## config.mk

```make
export PLATFORM = sky130hd
export DESIGN_NAME = char_text_buffer
export DESIGN_NICKNAME = d
export VERILOG_FILES = /design/src/rtl/vga_pkg.sv /design/src/rtl/char_text_buffer_font_rom.sv /design/src/rtl/char_text_buffer.sv
export SDC_FILE = /design/constraint.sdc
export NUM_CORES = 2
export LEC_CHECK = 0
export ABC_AREA = 0
export BUFFER_PORTS_ARGS = -buffer_cell sky130_fd_sc_hd__buf_2
export CORE_ASPECT_RATIO = 0.5
export CORE_MARGIN = 2
export CORE_UTILIZATION = 49
export CTS_CLUSTER_SIZE = 14
export DETAILED_ROUTE_END_ITERATION = 8
export GPL_ROUTABILITY_DRIVEN = 0
export PLACE_DENSITY_LB_ADDON = 0.12
export SLEW_MARGIN = 20
export SYNTH_ARGS = -nofsm -noshare
export SYNTH_HDL_FRONTEND = slang
export SYNTH_SLANG_ARGS = --single-unit
export TNS_END_PERCENT = 100
```

## constraint.sdc

```tcl
create_clock -name clk -period 13.8 [get_ports clk]
set_input_delay 0 -clock clk [delete_from_list [all_inputs] [get_ports clk]]
set_output_delay 0 -clock clk [all_outputs]
set_load 0.005 [all_outputs]
```

## src/rtl/vga_pkg.sv

```systemverilog
// Shared definitions for the character text path: command codes,
// text screen geometry and the built-in glyph generator.
package vga_pkg;

    typedef enum logic [1:0] {
        PUT_CHAR   = 2'b00,
        SET_CURSOR = 2'b01,
        CLEAR      = 2'b10,
        NEWLINE    = 2'b11
    } wr_cmd_e;

    typedef enum logic {
        ST_CLEAR = 1'b0,
        ST_IDLE  = 1'b1
    } txt_state_e;

    localparam int TEXT_COLS = 16;
    localparam int TEXT_ROWS = 16;
    localparam logic [7:0] FILL_CHAR = 8'h20;
    localparam int FONT_LINES = 16;

    // Glyph row for address {code, line}; the blank code has no pixels.
    function automatic logic [7:0] font_glyph(input logic [11:0] addr);
        logic [7:0] code;
        logic [3:0] line;
        code = addr[11:4];
        line = addr[3:0];
        if (code == FILL_CHAR) begin
            return 8'h00;
        end
        return code ^ {line, ~line};
    endfunction

endpackage

```

## src/rtl/char_text_buffer_font_rom.sv

```systemverilog
// 4096x8 synchronous font ROM addressed by {code, line}.
// Output register clears to zero on reset.
module font_rom
    import vga_pkg::*;
(
    input  logic        clk,
    input  logic        rst_n,
    input  logic [11:0] addr,
    output logic [7:0]  data
);

    logic [7:0] data_d;
    logic [7:0] data_q;

    always_comb begin
        data_d = font_glyph(addr);
    end

    always_ff @(posedge clk or negedge rst_n) begin
        if (!rst_n) begin
            data_q <= 8'h00;
        end else begin
            data_q <= data_d;
        end
    end

    assign data = data_q;

endmodule

```

## src/rtl/char_text_buffer.sv

```systemverilog
// 16x16 character screen with cursor writes, clear sequencer and a
// two-cycle glyph lookup path for the text renderer.
module char_text_buffer #(
    parameter int         COLS      = vga_pkg::TEXT_COLS,
    parameter int         ROWS      = vga_pkg::TEXT_ROWS,
    parameter logic [7:0] FILL_CHAR = vga_pkg::FILL_CHAR
) (
    input  logic       clk,
    input  logic       rst,
    input  logic       wr_valid,
    output logic       wr_ready,
    input  logic [1:0] wr_cmd,
    input  logic [7:0] wr_char,
    input  logic [7:0] wr_addr,
    input  logic [7:0] char_xy,
    input  logic [3:0] char_line,
    output logic [7:0] char_pixels,
    output logic [7:0] cursor,
    output logic       busy
);

    import vga_pkg::*;

    txt_state_e state_d, state_q;
    logic [7:0] clr_cnt_d, clr_cnt_q;
    logic [7:0] cursor_d, cursor_q;
    logic       wr_ready_d, wr_ready_q;
    logic       busy_d, busy_q;
    logic [3:0] line_d, line_q;

    logic       ram_we;
    logic [7:0] ram_waddr;
    logic [7:0] ram_wdata;
    logic [7:0] code_q;
    logic [7:0] ram [256];

    logic       wr_fire;
    wr_cmd_e    cmd;
    logic [3:0] col;
    logic [3:0] row;
    logic [3:0] row_inc;

    assign wr_fire = wr_valid && wr_ready_q && (state_q == ST_IDLE);
    assign cmd     = wr_cmd_e'(wr_cmd);
    assign col     = cursor_q[3:0];
    assign row     = cursor_q[7:4];
    assign row_inc = (row == 4'(ROWS - 1)) ? 4'h0 : row + 4'd1;

    always_comb begin
        state_d    = state_q;
        clr_cnt_d  = clr_cnt_q;
        cursor_d   = cursor_q;
        wr_ready_d = wr_ready_q;
        busy_d     = busy_q;
        ram_we     = 1'b0;
        ram_waddr  = clr_cnt_q;
        ram_wdata  = FILL_CHAR;
        line_d     = char_line;

        unique case (state_q)
            ST_CLEAR: begin
                ram_we    = 1'b1;
                clr_cnt_d = clr_cnt_q + 8'd1;
                if (clr_cnt_q == 8'hFF) begin
                    state_d    = ST_IDLE;
                    cursor_d   = 8'h00;
                    busy_d     = 1'b0;
                    wr_ready_d = 1'b1;
                end
            end
            ST_IDLE: begin
                wr_ready_d = 1'b1;
                busy_d     = 1'b0;
                if (wr_fire) begin
                    unique case (cmd)
                        PUT_CHAR: begin
                            ram_we    = 1'b1;
                            ram_waddr = cursor_q;
                            ram_wdata = wr_char;
                            if (col == 4'(COLS - 1)) begin
                                cursor_d = {row_inc, 4'h0};
                            end else begin
                                cursor_d = {row, col + 4'd1};
                            end
                        end
                        SET_CURSOR: begin
                            cursor_d = wr_addr;
                        end
                        CLEAR: begin
                            // ready must drop on the very next cycle
                            state_d    = ST_CLEAR;
                            clr_cnt_d  = 8'h00;
                            wr_ready_d = 1'b0;
                            busy_d     = 1'b1;
                        end
                        NEWLINE: begin
                            cursor_d = {row_inc, 4'h0};
                        end
                        default: begin
                            cursor_d = cursor_q;
                        end
                    endcase
                end
            end
            default: begin
                state_d = ST_CLEAR;
            end
        endcase
    end

    always_ff @(posedge clk or negedge rst) begin
        if (!rst) begin
            state_q    <= ST_CLEAR;
            clr_cnt_q  <= 8'h00;
            cursor_q   <= 8'h00;
            wr_ready_q <= 1'b0;
            busy_q     <= 1'b1;
            line_q     <= 4'h0;
        end else begin
            state_q    <= state_d;
            clr_cnt_q  <= clr_cnt_d;
            cursor_q   <= cursor_d;
            wr_ready_q <= wr_ready_d;
            busy_q     <= busy_d;
            line_q     <= line_d;
        end
    end

    // Text RAM is not reset; the read sees the pre-write contents.
    always_ff @(posedge clk) begin
        if (ram_we) begin
            ram[ram_waddr] <= ram_wdata;
        end
        code_q <= ram[char_xy];
    end

    font_rom u_font_rom (
        .clk   (clk),
        .rst_n (rst),
        .addr  ({code_q, line_q}),
        .data  (char_pixels)
    );

    assign wr_ready = wr_ready_q;
    assign busy     = busy_q;
    assign cursor   = cursor_q;

endmodule
```

Word-level counts from Yosys, hierarchy flattened
Memory sizes are Yosys's and may differ from the RTL's. A register that Yosys moved wholly into a read port is not among the register bits. Cells that the tools add are included.

Bits in registers: 31. RAM bits: 2048. Input port bits: 33. Output and inout bits: 18. Word-level logic and storage cells: 66. Memories: 1.

$add $sub $neg: 3. Equality and inequality tests: 12. Mux-type cells: 33. Bitwise operators: 3. Reduce and logical (&&, ||, !) cells: 6.

Memory list: ram (depth 256, width 8, rd ports 1, clocked after Yosys merged registers in 1, wr ports 1, RTL line char_text_buffer.sv:35) `logic [7:0] ram [256];`.

Operators by type and width (number): $mux W8 (13); $pmux W8 S2 (2); $pmux W8 S3 (1); $mux W1 (12); $add A4 B1 Y4 const B (2); $add A8 B1 Y8 const B (1); $eq A4 B4 Y1 const B (2); $eq A8 B6 Y1 const B (1); $eq A8 B8 Y1 const B (1); $pmux W1 S2 (4); $xor A8 B8 Y8 (1); $eq A2 B2 Y1 const B (2); $mux W4 (1); $ne A2 B1 Y1 const B (2); $ne A4 B1 Y1 const B (1); $not A4 Y4 (1); $reduce_and A4 Y1 (1); $ne A3 B3 Y1 const B (1); $reduce_and A3 Y1 (1); $eq A2 B1 Y1 const B (1); $logic_and A1 B1 Y1 (2); $logic_not A2 Y1 (1); $ne A2 B2 Y1 const B (1); $reduce_and A2 Y1 (1); $not A1 Y1 (1).

Longest topological paths before layout
Depth in word-level cells: 6. Depth in mapped cells: 12. Depth with buffers taken out: 7.

Modules after synthesis
Synthesis repeated with hierarchy kept, for this count alone.

Cell total of the unflattened synthesis: 4042. Area, all modules: 81814.7 µm².

Modules (own cells, without submodules): char_text_buffer (times used 1, cells an instance 4016, area an instance 81468.1 µm², seq. area each 62235.9 µm²); font_rom (times used 1, cells an instance 26, area an instance 346.6 µm², seq. area each 200.2 µm²).

Least setup slack after synthesis
Ideal clock, no wire load.

Path type: register -> register. Start point: register state_q. End point: memory ram[0][0], data pin. Setup time: 869 ps. Data arrival time: 4454 ps. Data required time: 12931 ps. Path slack: 8477 ps. Cell stages (with the launch flop): 6. Path buffers: 2. Period minus slack after synthesis: 5323 ps. Cells stage by stage: dfrtp_1 -> buf_2 -> nand2b_2 -> nor3_2 -> clkbuf_1 -> and2_1.

Longest elaborated chain between the ends: 3.

Ends and longest elaborated chain: from (decl) (RTL line char_text_buffer.sv:24) `txt_state_e state_d, state_q;`; from (signal assigned) (RTL line char_text_buffer.sv:120) `state_q <= state_d;`; $logic_and A1 B1 Y1 (RTL line char_text_buffer.sv:43) `assign wr_fire = wr_valid && wr_ready_q && (state_q == ST_IDLE);`; $mux W8 (RTL line char_text_buffer.sv:74) `if (wr_fire) begin`; $mux W8 (*) (RTL line char_text_buffer.sv:60) `unique case (state_q)`; via ram_wdata[0] (RTL line char_text_buffer.sv:33) `logic [7:0] ram_wdata;`; to (decl) (RTL line char_text_buffer.sv:35).

Mark *: on every way through the listed nets, which the timed path passes. The rest lies on a longest branch.

Worst setup path after layout
Start point: register state_q. End point: memory ram[132][6], data pin.

The elaborated chain is that of the path after synthesis.

==> results.json <==
{
  "drive_above_1_share": 0.2035,
  "met2_usage": 0.3741,
  "report.final.slew_viol_count": 0,
  "rows": 105,
  "vdd_ir_drop_max_uv": 102.4,
  "wl_per_cell_microns": 32.84,
  "vias": 40646,
  "post_cts_buffers": 0,
  "synth_top_area_cell": "edfxtp_1",
  "p_per_area_mw_per_mm2": 141.5,
  "synth_area_leaders": "edfxtp_1, mux4_2, mux2i_1",
  "final_common_cell": "edfxtp_1",
  "ctsRootBufferMaster": "clkbuf_16",
  "synth_cell_types": 76,
  "first_global_vias": 40476,
  "crit_type": "flop to flop",
  "final_nets": 4157,
  "netlist_area_sq_mm": 0.08152,
  "grt_setup_unrepaired": "false",
  "overflow": 0,
  "met3_usage": 0.07395,
  "finalSetupTns_ps": 0,
  "status": "finished, final reports clean",
  "start_util": 0.4952,
  "crit_top_cell": "buf_4",
  "async_flop_share": 0.01485,
  "yosysSeqAreaShare": 0.7659,
  "ff2ff_path_depth": 6,
  "fin_util": 0.5460,
  "syn2layout_area_growth_pct": 10.25,
  "cp-startpoint": "state_q",
  "avgSynthCellArea_sq_um": 20.49,
  "clock-sinks": 2087,
  "grt_max_degree": 177,
  "path_clk_slew_ps": 70,
  "met1_usage": 0.3502,
  "crit_required_ps": 14290,
  "cts_buffer_depth": 4,
  "crit_path_end_kind": "flop",
  "path_max_fanout": 81,
  "synth_fp_nets": 4014,
  "worst_pin_slew_ps": 1377,
  "fill_cells": 12428,
  "htreeDepth": 4,
  "cp_cell_sequence": "nand2b_2, nor3_4, and2_4, buf_4, buf_4, buf_4",
  "die_y_microns": 292.4,
  "setup_viol_count_final": 0,
  "most-common-layout-cells": "edfxtp_1, mux4_2, nor2_1",
  "period_minus_slack_ps": 5097,
  "netlist.area_leader.share": 0.7544,
  "die_x_microns": 580.8,
  "max-slew-margin-rel": 0.07340,
  "finClkSkew_ps": 37.34,
  "drt_iter0_drc": 5195,
  "max_freq_mhz": 196.2,
  "dieArea_sq_mm": 0.1698,
  "synthCells": 3978,
  "critPathSlowestCell": "buf_4",
  "drv.max_cap_violation_count": 0,
  "first_pass_iters": 6,
  "crit_path_start_kind": "flop",
  "min_path_cells": 6,
  "hpwl_microns": 122300,
  "critPathArrivalTime_ps": 5580,
  "viasPerCell": 6.311,
  "synth_edf_count": 2048,
  "hold_start": "char_xy[5]",
  "synth_seq_cells": 2087,
  "finalHoldViolCount": 0,
  "clkLatencyLatePin_ps": 830,
  "p_total_mw": 12.72,
  "route.detailed.drc": 0,
  "routed_wl_microns": 211500,
  "grt_pass1_wl_microns": 299000,
  "min_path_type": "input port to flop",
  "min_period_over_period": 0.3693,
  "power.leakage_nw": 28.25,
  "io_buffers": 50,
  "cts_made_buffers": 188,
  "max_stage_delay_ps": 810,
  "antenna_found_initial": 15,
  "cts_tree": "built",
  "design.core.area_sq_mm": 0.1646,
  "ys_warn_count": 0,
  "antenna_left": 0,
  "gr-usage-all-layers": 0.2483,
  "busiest_layer": "met2",
  "synth_ff_type": "edfxtp_1",
  "r2r-start": "state_q",
  "ios": 51
}
==> critical path, delay by kind of cell (launching register included) <==
kind,cells,cell delay [ps]
flops,1,720
buf+inv,3,2250
simple gates,3,1600
==> synthesized netlist by cell type, types with 8 or more instances <==
master	number
nor4_1	9
inv_1	10
a22oi_1	118
nand2b_1	16
nand2_1	87
a221oi_1	13
buf_12	16
buf_2	69
buf_1	9
o31ai_1	9
nand3_1	25
a21oi_1	78
nand3b_1	8
dfxtp_1	8
mux4_2	420
o22ai_1	52
nor2_1	298
o221ai_1	21
edfxtp_1	2048
a211oi_1	38
nor2b_1	21
xor2_1	8
dfrtp_1	30
nor3_1	16
and2_1	16
buf_4	17
buf_6	25
mux2i_1	149
mux4_1	14
clkbuf_1	92
a22o_1	38
a311oi_1	10
mux2_2	8
o21ai_0	61
==> state kept, by name, indices dropped and copies added (netlist names) <==
name,flops
code_q,8
cursor,8
state_q,1
clr_cnt_q,8
busy,1
ram,2048
line_q,4
u_font_rom.data,8
wr_ready,1
==> report_power, final <==
group	total [mW]	internal, mW	leakage (nW)	switching [mW]
clock network	4.85	2.61	2.65	2.24
logic	0.862	0.271	6.35	0.591
registers	7.00	6.95	19.3	0.0521
total	12.7	9.83	28.3	2.88
==> cell families (layout without fill, tap and decap cells) <==
| group | after synthesis | after routing | synth area share |
|---|---|---|---|
| mux | 592 | 592 | 0.1402 |
| buf+inv | 244 | 511 | 0.01926 |
| other cells | 0 | 3 | 0 |
| flops | 2087 | 2087 | 0.7659 |
| simple gates | 555 | 555 | 0.03157 |
| xor+xnor | 14 | 14 | 0.001504 |
| fa+ha+maj | 3 | 3 | 0.0004605 |
| compound gates | 483 | 483 | 0.04107 |
==> stage by stage <==
step	cell area, sq um	worst slack, ps	hold WS [ps]	cells
floorplan	81520	8477	-295.6	3978
global placement	83720	7977	111.0	6068
detailed placement	83830	8385	110.0	6073
CTS	89730	8730	48.80	6432
global route	89870	8352	253.1	6438
finish	89880	8703	236.5	6441
==> per-layer routing <==
| layer | up-vias | part of all wire |
|---|---|---|
| met3 | 355 | 0.10 |
| met4 | 8 | 0.033 |
| met5 | - | 0.00024 |
| met2 | 1851 | 0.46 |
| li1 | 16804 | - |
| met1 | 21628 | 0.41 |
==> cell type report <==
type,instances,area [sq um],area share
antenna,3,7.507,0.00008353
clock buffer,256,5146,0.05726
clock inverter,58,291.5,0.003244
inverter,11,41.29,0.0004594
multi-input combinational,1647,17710,0.1971
sequential,2087,62440,0.6947
tap,2193,2744,0.03053
timing repair buffer,186,1499,0.01668
==> repair_timing <==
item / CTS / global route
resized for setup: 0 / 0
hold buffers: 45 / 3
hold endpoints to repair: 243 / 107
==> path summary, 6_finish.rpt <==
| kind | to | slack (ps) |
|---|---|---|
| max | ram[132][6] | 8700 |
| min | code_q[2] | 240 |
| max reg2reg | ram[132][6] | 8700 |
| min reg2reg | busy | 510 |
| max in group asynchronous | u_font_rom.data[5] | 13280 |
| min in group asynchronous | busy | 310 |
Power figures use the tool's default switching activity.
